## config.mk

```make
export PLATFORM = sky130hd
export DESIGN_NAME = fft8_stream
export DESIGN_NICKNAME = d
export VERILOG_FILES = /design/src/rtl/fft8_pkg.sv /design/src/rtl/fft8_bfly.sv /design/src/rtl/fft8_stream.sv
export SDC_FILE = /design/constraint.sdc
export NUM_CORES = 2
export LEC_CHECK = 0
export ABC_CLOCK_PERIOD_IN_PS = 53400
export CORE_MARGIN = 2
export CORE_UTILIZATION = 55
export CTS_CLUSTER_SIZE = 24
export DETAILED_ROUTE_END_ITERATION = 10
export PLACE_DENSITY = 0.82
export REMOVE_ABC_BUFFERS = 1
export SYNTH_ARGS = -nofsm -noshare
export SYNTH_HDL_FRONTEND = slang
export SYNTH_SLANG_ARGS = --single-unit
```

## constraint.sdc

```tcl
create_clock -name clk -period 53.4 [get_ports clk]
set_input_delay 16.02 -clock clk [delete_from_list [all_inputs] [get_ports clk]]
set_output_delay 16.02 -clock clk [all_outputs]
set_load 0.01 [all_outputs]
```

## src/rtl/fft8_pkg.sv

```systemverilog
// fft8_pkg: shared constants and helper functions for the 8-point streaming FFT.
// Reduction mode macro: FFT8_SAT_EN (defined: saturate, undefined: wrap to low bits).
package fft8_pkg;

    localparam int unsigned N_PT   = 8;   // points per frame
    localparam int unsigned N_HALF = 4;   // butterflies per stage
    localparam int unsigned RED_W  = 64;  // carrier width for pre-reduction values

    // Bit-reverse table for 3-bit indices: entry k lives at [3*k +: 3].
    localparam logic [23:0] BIT_REV = {3'd7, 3'd3, 3'd5, 3'd1, 3'd6, 3'd2, 3'd4, 3'd0};

    // Low bit position of lane k in a packed lane vector.
    function automatic int unsigned lane_lo(input int unsigned k, input int unsigned dw);
        return k * dw;
    endfunction

    // round(0.70711 * 2^(tw-2)): magnitude of the non-trivial W8 twiddle components.
    function automatic int unsigned tw_mag(input int unsigned tw);
        longint unsigned num;
        num = 64'd70711 * (64'd1 << (tw - 2));
        return 32'((num + 64'd50000) / 64'd100000);
    endfunction

    function automatic logic signed [RED_W-1:0] sat_hi(input int unsigned dw);
        return (64'sd1 <<< (dw - 1)) - 64'sd1;
    endfunction

    function automatic logic signed [RED_W-1:0] sat_lo(input int unsigned dw);
        return -(64'sd1 <<< (dw - 1));
    endfunction

    // True when v is representable as a dw-bit signed value.
    function automatic logic fits(input logic signed [RED_W-1:0] v, input int unsigned dw);
        return (v <= sat_hi(dw)) && (v >= sat_lo(dw));
    endfunction

    // Reduce v to dw bits; result is sign-extended, caller keeps the low dw bits.
    function automatic logic signed [RED_W-1:0] reduce(input logic signed [RED_W-1:0] v,
                                                        input int unsigned dw);
`ifdef FFT8_SAT_EN
        if (v > sat_hi(dw)) return sat_hi(dw);
        if (v < sat_lo(dw)) return sat_lo(dw);
        return v;
`else
        return (v <<< (RED_W - dw)) >>> (RED_W - dw);
`endif
    endfunction

endpackage

```

## src/rtl/fft8_bfly.sv

```systemverilog
// fft8_bfly: one radix-2 DIF butterfly. sum = a + b, dif = (a - b) * W8^tw_sel
// (conjugate twiddle when inv). Reduction follows FFT8_SAT_EN via fft8_pkg::reduce.
module fft8_bfly
    import fft8_pkg::*;
#(
    parameter int unsigned DW    = 8,
    parameter int unsigned TW    = 8,
    parameter int unsigned SCALE = 0
) (
    input  logic signed [DW-1:0] a_re,
    input  logic signed [DW-1:0] a_im,
    input  logic signed [DW-1:0] b_re,
    input  logic signed [DW-1:0] b_im,
    input  logic [1:0]           tw_sel,
    input  logic                 inv,
    output logic signed [DW-1:0] sum_re,
    output logic signed [DW-1:0] sum_im,
    output logic signed [DW-1:0] dif_re,
    output logic signed [DW-1:0] dif_im,
    output logic                 ovf
);

    // Wide enough for the full complex product plus the round constant.
    localparam int unsigned PW  = DW + TW + 2;
    localparam int unsigned RSH = TW - 2;
    localparam int unsigned SH  = (SCALE != 0) ? 1 : 0;
    localparam logic signed [PW-1:0] RND = PW'(1) << (RSH - 1);
    localparam logic signed [PW-1:0] CM  = PW'(tw_mag(TW));

    logic signed [PW-1:0] ar, ai, br, bi;
    logic signed [PW-1:0] sr, si, dr, di;
    logic signed [PW-1:0] wr, wi, pr, pi;
    logic signed [PW-1:0] yr, yi;

    // Add/subtract, rotate the difference, round, then apply the optional stage scaling.
    always_comb begin
        ar = PW'(a_re);
        ai = PW'(a_im);
        br = PW'(b_re);
        bi = PW'(b_im);
        sr = ar + br;
        si = ai + bi;
        dr = ar - br;
        di = ai - bi;
        wr = '0;
        wi = '0;
        pr = '0;
        pi = '0;
        yr = dr;
        yi = di;
        unique case (tw_sel)
            2'd0: begin
                yr = dr;
                yi = di;
            end
            2'd1, 2'd3: begin
                wr = (tw_sel == 2'd1) ? CM : -CM;
                wi = inv ? CM : -CM;
                pr = dr * wr - di * wi + RND;
                pi = dr * wi + di * wr + RND;
                yr = pr >>> RSH;
                yi = pi >>> RSH;
            end
            2'd2: begin
                // Multiply by -j (forward) or +j (inverse): swap and negate.
                yr = inv ? -di : di;
                yi = inv ? dr : -dr;
            end
            default: ;
        endcase
        sr = sr >>> SH;
        si = si >>> SH;
        yr = yr >>> SH;
        yi = yi >>> SH;
    end

    // Narrow to DW bits and flag any value that did not fit.
    always_comb begin
        sum_re = DW'(reduce(RED_W'(sr), DW));
        sum_im = DW'(reduce(RED_W'(si), DW));
        dif_re = DW'(reduce(RED_W'(yr), DW));
        dif_im = DW'(reduce(RED_W'(yi), DW));
        ovf    = !fits(RED_W'(sr), DW) || !fits(RED_W'(si), DW) ||
                 !fits(RED_W'(yr), DW) || !fits(RED_W'(yi), DW);
    end

endmodule

```

## src/rtl/fft8_stream.sv

```systemverilog
// fft8_stream: streaming 8-point radix-2 DIF FFT/IFFT, one frame per cycle.
// Three registered butterfly stages and one output register that undoes bit reversal.
// Reduction mode macro: FFT8_SAT_EN (defined: saturate, undefined: wrap), see fft8_pkg.
module fft8_stream
    import fft8_pkg::*;
#(
    parameter int unsigned DW    = 8,
    parameter int unsigned TW    = 8,
    parameter int unsigned SCALE = 0
) (
    input  logic               clk,
    input  logic               rst_n,
    input  logic               in_valid,
    output logic               in_ready,
    input  logic               inv,
    input  logic [N_PT*DW-1:0] x_re,
    input  logic [N_PT*DW-1:0] x_im,
    output logic               out_valid,
    input  logic               out_ready,
    output logic [N_PT*DW-1:0] y_re,
    output logic [N_PT*DW-1:0] y_im,
    output logic               out_inv,
    output logic               ovf,
    input  logic               ovf_clr
);

    logic en;
    logic v1_q, v2_q, v3_q;
    logic i1_q, i2_q, i3_q;
    logic ovf_q, ovf_d;

    logic signed [DW-1:0] x_re_l [N_PT];
    logic signed [DW-1:0] x_im_l [N_PT];
    logic signed [DW-1:0] b1_re [N_PT];
    logic signed [DW-1:0] b1_im [N_PT];
    logic signed [DW-1:0] b2_re [N_PT];
    logic signed [DW-1:0] b2_im [N_PT];
    logic signed [DW-1:0] b3_re [N_PT];
    logic signed [DW-1:0] b3_im [N_PT];
    logic signed [DW-1:0] s1_re_q [N_PT];
    logic signed [DW-1:0] s1_im_q [N_PT];
    logic signed [DW-1:0] s2_re_q [N_PT];
    logic signed [DW-1:0] s2_im_q [N_PT];
    logic signed [DW-1:0] s3_re_q [N_PT];
    logic signed [DW-1:0] s3_im_q [N_PT];
    logic [N_HALF-1:0]    o1, o2, o3;

    // Whole pipeline stalls together only when a presented frame is not taken.
    assign en       = !out_valid || out_ready;
    assign in_ready = en;
    assign ovf      = ovf_q;

    for (genvar k = 0; k < N_PT; k++) begin : g_lane
        assign x_re_l[k] = x_re[lane_lo(k, DW) +: DW];
        assign x_im_l[k] = x_im[lane_lo(k, DW) +: DW];
    end

    // Stage 1: pairs (k, k+4), twiddle W8^k.
    for (genvar k = 0; k < N_HALF; k++) begin : g_stg1
        fft8_bfly #(.DW(DW), .TW(TW), .SCALE(SCALE)) u_bfly (
            .a_re   (x_re_l[k]),
            .a_im   (x_im_l[k]),
            .b_re   (x_re_l[k + N_HALF]),
            .b_im   (x_im_l[k + N_HALF]),
            .tw_sel (2'(k)),
            .inv    (inv),
            .sum_re (b1_re[k]),
            .sum_im (b1_im[k]),
            .dif_re (b1_re[k + N_HALF]),
            .dif_im (b1_im[k + N_HALF]),
            .ovf    (o1[k])
        );
    end

    // Stage 2: pairs (k, k+2) inside each half, twiddle W8^0 or W8^2.
    for (genvar j = 0; j < N_HALF; j++) begin : g_stg2
        localparam int unsigned A   = 4 * (j / 2) + (j % 2);
        localparam int unsigned B   = A + 2;
        localparam logic [1:0]  SEL = 2'(2 * (j % 2));
        fft8_bfly #(.DW(DW), .TW(TW), .SCALE(SCALE)) u_bfly (
            .a_re   (s1_re_q[A]),
            .a_im   (s1_im_q[A]),
            .b_re   (s1_re_q[B]),
            .b_im   (s1_im_q[B]),
            .tw_sel (SEL),
            .inv    (i1_q),
            .sum_re (b2_re[A]),
            .sum_im (b2_im[A]),
            .dif_re (b2_re[B]),
            .dif_im (b2_im[B]),
            .ovf    (o2[j])
        );
    end

    // Stage 3: pairs (k, k+1), twiddle W8^0.
    for (genvar j = 0; j < N_HALF; j++) begin : g_stg3
        localparam int unsigned A = 2 * j;
        localparam int unsigned B = A + 1;
        fft8_bfly #(.DW(DW), .TW(TW), .SCALE(SCALE)) u_bfly (
            .a_re   (s2_re_q[A]),
            .a_im   (s2_im_q[A]),
            .b_re   (s2_re_q[B]),
            .b_im   (s2_im_q[B]),
            .tw_sel (2'd0),
            .inv    (i2_q),
            .sum_re (b3_re[A]),
            .sum_im (b3_im[A]),
            .dif_re (b3_re[B]),
            .dif_im (b3_im[B]),
            .ovf    (o3[j])
        );
    end

    // Sticky overflow: clear is applied first so a same-cycle overflow event wins.
    always_comb begin
        ovf_d = ovf_q;
        if (ovf_clr) begin
            ovf_d = 1'b0;
        end
        if (en && ((in_valid && |o1) || (v1_q && |o2) || (v2_q && |o3))) begin
            ovf_d = 1'b1;
        end
    end

    // Valid bits, outputs and overflow flag; cleared at once by reset.
    always_ff @(posedge clk or negedge rst_n) begin
        if (!rst_n) begin
            v1_q      <= 1'b0;
            v2_q      <= 1'b0;
            v3_q      <= 1'b0;
            out_valid <= 1'b0;
            out_inv   <= 1'b0;
            ovf_q     <= 1'b0;
            y_re      <= '0;
            y_im      <= '0;
        end else begin
            ovf_q <= ovf_d;
            if (en) begin
                v1_q      <= in_valid;
                v2_q      <= v1_q;
                v3_q      <= v2_q;
                out_valid <= v3_q;
                out_inv   <= i3_q;
                // Stage 3 leaves bins in bit-reversed order; restore natural order.
                for (int k = 0; k < N_PT; k++) begin
                    y_re[k*DW +: DW] <= s3_re_q[BIT_REV[3*k +: 3]];
                    y_im[k*DW +: DW] <= s3_im_q[BIT_REV[3*k +: 3]];
                end
            end
        end
    end

    // Stage data and mode tags; meaningful only where the matching valid bit is set.
    always_ff @(posedge clk) begin
        if (en) begin
            i1_q    <= inv;
            i2_q    <= i1_q;
            i3_q    <= i2_q;
            s1_re_q <= b1_re;
            s1_im_q <= b1_im;
            s2_re_q <= b2_re;
            s2_im_q <= b2_im;
            s3_re_q <= b3_re;
            s3_im_q <= b3_im;
        end
    end

endmodule
```

# Yosys cells after proc, flatten, opt, wreduce, memory -nomap -nowiden
# Cells that the tools add are included.
# word_totals
reg_bits	521
elab_cells	378
# op_classes
n_addsub	62
n_lt_le_gt_ge	96
n_mul	8
n_reduce_logical	144
n_mux	9
# ops
operator	n
$ge A9 B8 Y1 const B	38
$le A9 B8 Y1 const B	38
$add A8 B8 Y9	24
$sub A8 B8 Y9	24
$mux W18	7
$ge A18 B8 Y1 const B	6
$le A18 B8 Y1 const B	6
$neg A18 Y18	6
$add A18 B7 Y18 const B	4
$mul A18 B18 Y18	4
$mul A18 B7 Y18 const B	4
$logic_and A1 B1 Y1	52
$logic_not A1 Y1	49
$ge A12 B8 Y1 const B	4
$le A12 B8 Y1 const B	4
$logic_or A1 B1 Y1	39
$add A18 B18 Y18	2
$sub A18 B18 Y18	2
$reduce_or A4 Y1	3
$mux W1	2
$reduce_bool A2 Y1	1

# Depth between registers and ports, before layout
# logic_depth
word_depth	15
mapped_depth	37

# By module
# A second synthesis with hierarchy kept.
# hier_totals
cells_unflattened	17922
area_unflattened_um2	169073.4
# modules_own_cells
mod	area_per_inst_um2	instances	cells_per_inst	seq_area_each_um2
fft8_bfly (g_stg1[0].u_bfly ...)	12816.0	5	1465	0.0
fft8_bfly (g_stg2[3].u_bfly ...)	12537.0	2	1409	0.0
fft8_stream	16827.4	1	678	14974.4
fft8_bfly (g_stg3[1].u_bfly)	12708.4	1	1438	0.0
fft8_bfly (g_stg2[2].u_bfly)	12707.2	1	1435	0.0
fft8_bfly (g_stg1[2].u_bfly)	12667.1	1	1438	0.0
fft8_bfly (g_stg3[3].u_bfly)	12578.3	1	1391	0.0
fft8_bfly (g_stg3[2].u_bfly)	12430.7	1	1399	0.0

# Worst setup path after synthesis
# Ideal clock, no wire load.
# synth_path
path_type	input to output
startpoint	input port out_ready
endpoint	output port in_ready
arrival_ps	26514
path_slack_ps	10866
n_path_buf	2
path_stages	3
cell_sequence	nand2b_1 -> buf_6 -> clkbuf_1
# synth_between
elab_chain_cells	1
# synth_lines
element	line	rtl
start, declared	fft8_stream.sv:19	input logic out_ready,
$logic_or A1 B1 Y1	fft8_stream.sv:49	assign en = !out_valid || out_ready;
end, declared	fft8_stream.sv:14	output logic in_ready,
# No other way between the ends.

# Worst setup path after layout
# Ends and elaborated chain as after synthesis.

==> qor.txt <==
drt wl/cell: 18.77 µm
CTS Buf Count: 49
I/O Buffers: 265
Crit Path Class: input port to primary output
flop2flop setup slack: 48520 ps
WP data required: 37380 ps
routability cong.: 0.9559
Mapped Cells: 4889
Top Layer Used: met4
nature of the critical path endpoint: primary output
grt ovf: 0
Final HPWL DP: 98120 µm
I/O pins: 266
max_cap viols: 0
detailed router's first-iteration violation count: 2231
final slew viol count: 0
endpoints failing setup: 0
metal2 WL: 58240 µm
clk root buf: clkbuf_16
Mapped Avg Cell Area: 10.23 µm²
Endpoint, Worst Hold: i3_q
hold path start: i2_q
Ys Warns: 0
startpoint types: input port
R2R depth: 15
fin nets: 6349
Worst-path clk slew: 60 ps
Clock Latency Late Sink: 610 ps
multi-input combinational cell area: 0.03171 mm²
ANT nets after route: 0
reg2reg start: s1_re_q[56]
Synth Cell Area: 0.05004 mm²
CTS tree: done
post-synthesis sequential area ratio: 28.33%
RSZ-0062 raised after global routing: no
Die Width: 305.6 µm
worst-margin pin slew: 1128 ps
Via density: 5.492
Routed WL: 118500 µm
setup bufs post-CTS: 0
Starting Density: 55.51%
crit-path max FO: 49
Async SR Flop Fraction: 25.56%
status: completed
Hold Crit Depth: 0
Final Skew: 36.27 ps
met3 wire len: 6181 µm
die footprint: 0.09341 mm²
detailed-router iteration count before antenna repair: 5
Vias: 34650
vias in the first global route: 35480
initial antenna violation count: 7
Worst R2R End: ovf
Yosys reg bits: 493
Die Ht: 305.6 µm
post-synthesis cell type count: 105
post-CTS sizing: 0
total negative slack: 0 ps
Hold Violations, Final: 0
Sequential Area: 0.01417 mm²
core footprint: 0.09015 mm²
Layout Area Growth over Synthesis: 10.81%
Post-synth top flop: edfxtp_1
drt drc: 0
period utilization: 63.18%
clock buffer depth: 3
WL met1: 48200 µm
Hold Crit Class: flop to flop
row count: 110
fill count: 7174
number of synthesized flops with an enable pin: 367
fin cells: 6310
All-Layer GR Usage: 25.43%
H-tree levels: 2
Worst Path Arrival: 17720 ps
layout cell share with drive strength beyond 1: 5.987%
fmax: 29.64 MHz
placed insts: 6212
cts hold-fix bufs: 0
post-layout min period: 33740 ps
first-pass GRT wire length: 187300 µm
pin count of the biggest net entering global routing: 164
clock sinks: 493
Max-Slew Margin vs Limit: 24.34%
## cell usage after synthesis (17+ instances only)
cell type / n / area share (%)
a21o_1: 49 / 0.74
a21oi_1: 216 / 2.2
a31oi_1: 29 / 0.36
and2_1: 17 / 0.21
buf_2: 18 / 0.18
clkbuf_1: 98 / 0.74
dfrtp_1: 126 / 6.3
edfxtp_1: 367 / 22
fa_1: 414 / 17
ha_1: 714 / 18
inv_1: 932 / 7.0
mux2_2: 133 / 3.0
nand2_1: 176 / 1.3
nand2b_1: 61 / 0.76
nand3_1: 41 / 0.41
nand4_1: 23 / 0.29
nor2_1: 337 / 2.5
nor2b_1: 89 / 1.1
nor3_1: 67 / 0.67
nor3b_1: 17 / 0.26
nor4_1: 19 / 0.24
o211ai_1: 24 / 0.36
o21a_1: 33 / 0.50
o21ai_0: 91 / 0.91
o21bai_1: 36 / 0.54
o31ai_1: 19 / 0.29
o41ai_1: 27 / 0.47
or2_2: 26 / 0.33
or3_1: 21 / 0.26
xnor2_1: 254 / 4.4
xor2_1: 149 / 2.6
## stage by stage
step                worst slack [ps]  cell area, µm²  utilization (%)  hold slack, ps
finish                         19660           55450            61.51           423.9
global route                   19580           55440            61.50           441.1
CTS                            19640           55430            61.49           427.0
detailed placement             19650           53710            59.58           418.9
global placement               19650           53710            59.58           411.0
floorplan                       9598           49400                -           400.3
## registers in the layout (all words and copies together), names as in the netlist
register	flops
s2_im_q	58
s2_re_q	62
i1_q	1
v1_q	1
s3_re_q	60
out_inv	1
i2_q	1
y_im	60
s1_re_q	62
v3_q	1
i3_q	1
s3_im_q	60
v2_q	1
s1_im_q	62
ovf	1
y_re	60
out_valid	1
## layout by cell type, fill, tap and decap left out, drive strengths merged, types with 17 or more instances in the layout
master	synthesis	final
and2	17	17
or2	33	33
nand2b	62	62
dfrtp	126	126
ha	714	714
o21ai	103	103
o21a	33	33
nand3	41	41
nor2b	89	89
a31oi	31	31
o31ai	21	21
nand2	176	176
a21o	49	49
nor3b	17	17
o41ai	27	27
buf	43	24
mux2	133	133
nor3	68	68
xor2	149	149
nor4	20	20
xnor2	256	256
clkbuf	98	64
fa	414	414
inv	938	943
o211ai	25	25
edfxtp	367	367
nor2	337	337
a21oi	217	217
o21bai	36	36
clkdlybuf4s50	0	263
or3	21	21
clkinv	1	19
nand4	24	24
## layout make-up
cell class                 count  area share, %
timing repair buffer         287          5.098
clock buffer                  64          2.595
clock inverter                28         0.5122
antenna                        6        0.02708
multi-input combinational   3317          57.20
tap                         1176          2.654
sequential                   493          25.56
inverter                     939          6.357
## logic make-up after synthesis
family	count (synthesis)	share of synthesized area, %
fa+ha+maj	1128	34.42
flops	493	28.33
compound gates	674	9.019
xor+xnor	406	7.164
buf+inv	1080	8.319
mux	148	3.293
simple gates	959	9.454
other cells	1	0.007494
## worst max path at each step
stage,startpoint,to,slack [ps],cells past startpoint
after floorplan,out_ready,in_ready,9600,1
after global placement,out_ready,in_ready,19650,3
after detailed placement,out_ready,in_ready,19650,3
after CTS,out_ready,in_ready,19640,3
after global routing,out_ready,in_ready,19580,3
final,out_ready,in_ready,19660,3
## metal layers
layer,vias up,global-route usage (%)
met3,224,2.849
met4,0,11.38
met2,1000,44.40
met1,16890,31.78
met5,-,0
li1,16540,-
## worst max-delay path, cell delays in order
cell             delay [ps]
clkdlybuf4s50_1         460
nand2b_4                560
clkdlybuf4s50_1         660
Power is not shown: default switching activity piles up to over one toggle a cycle in this logic, so the estimate is an artifact.
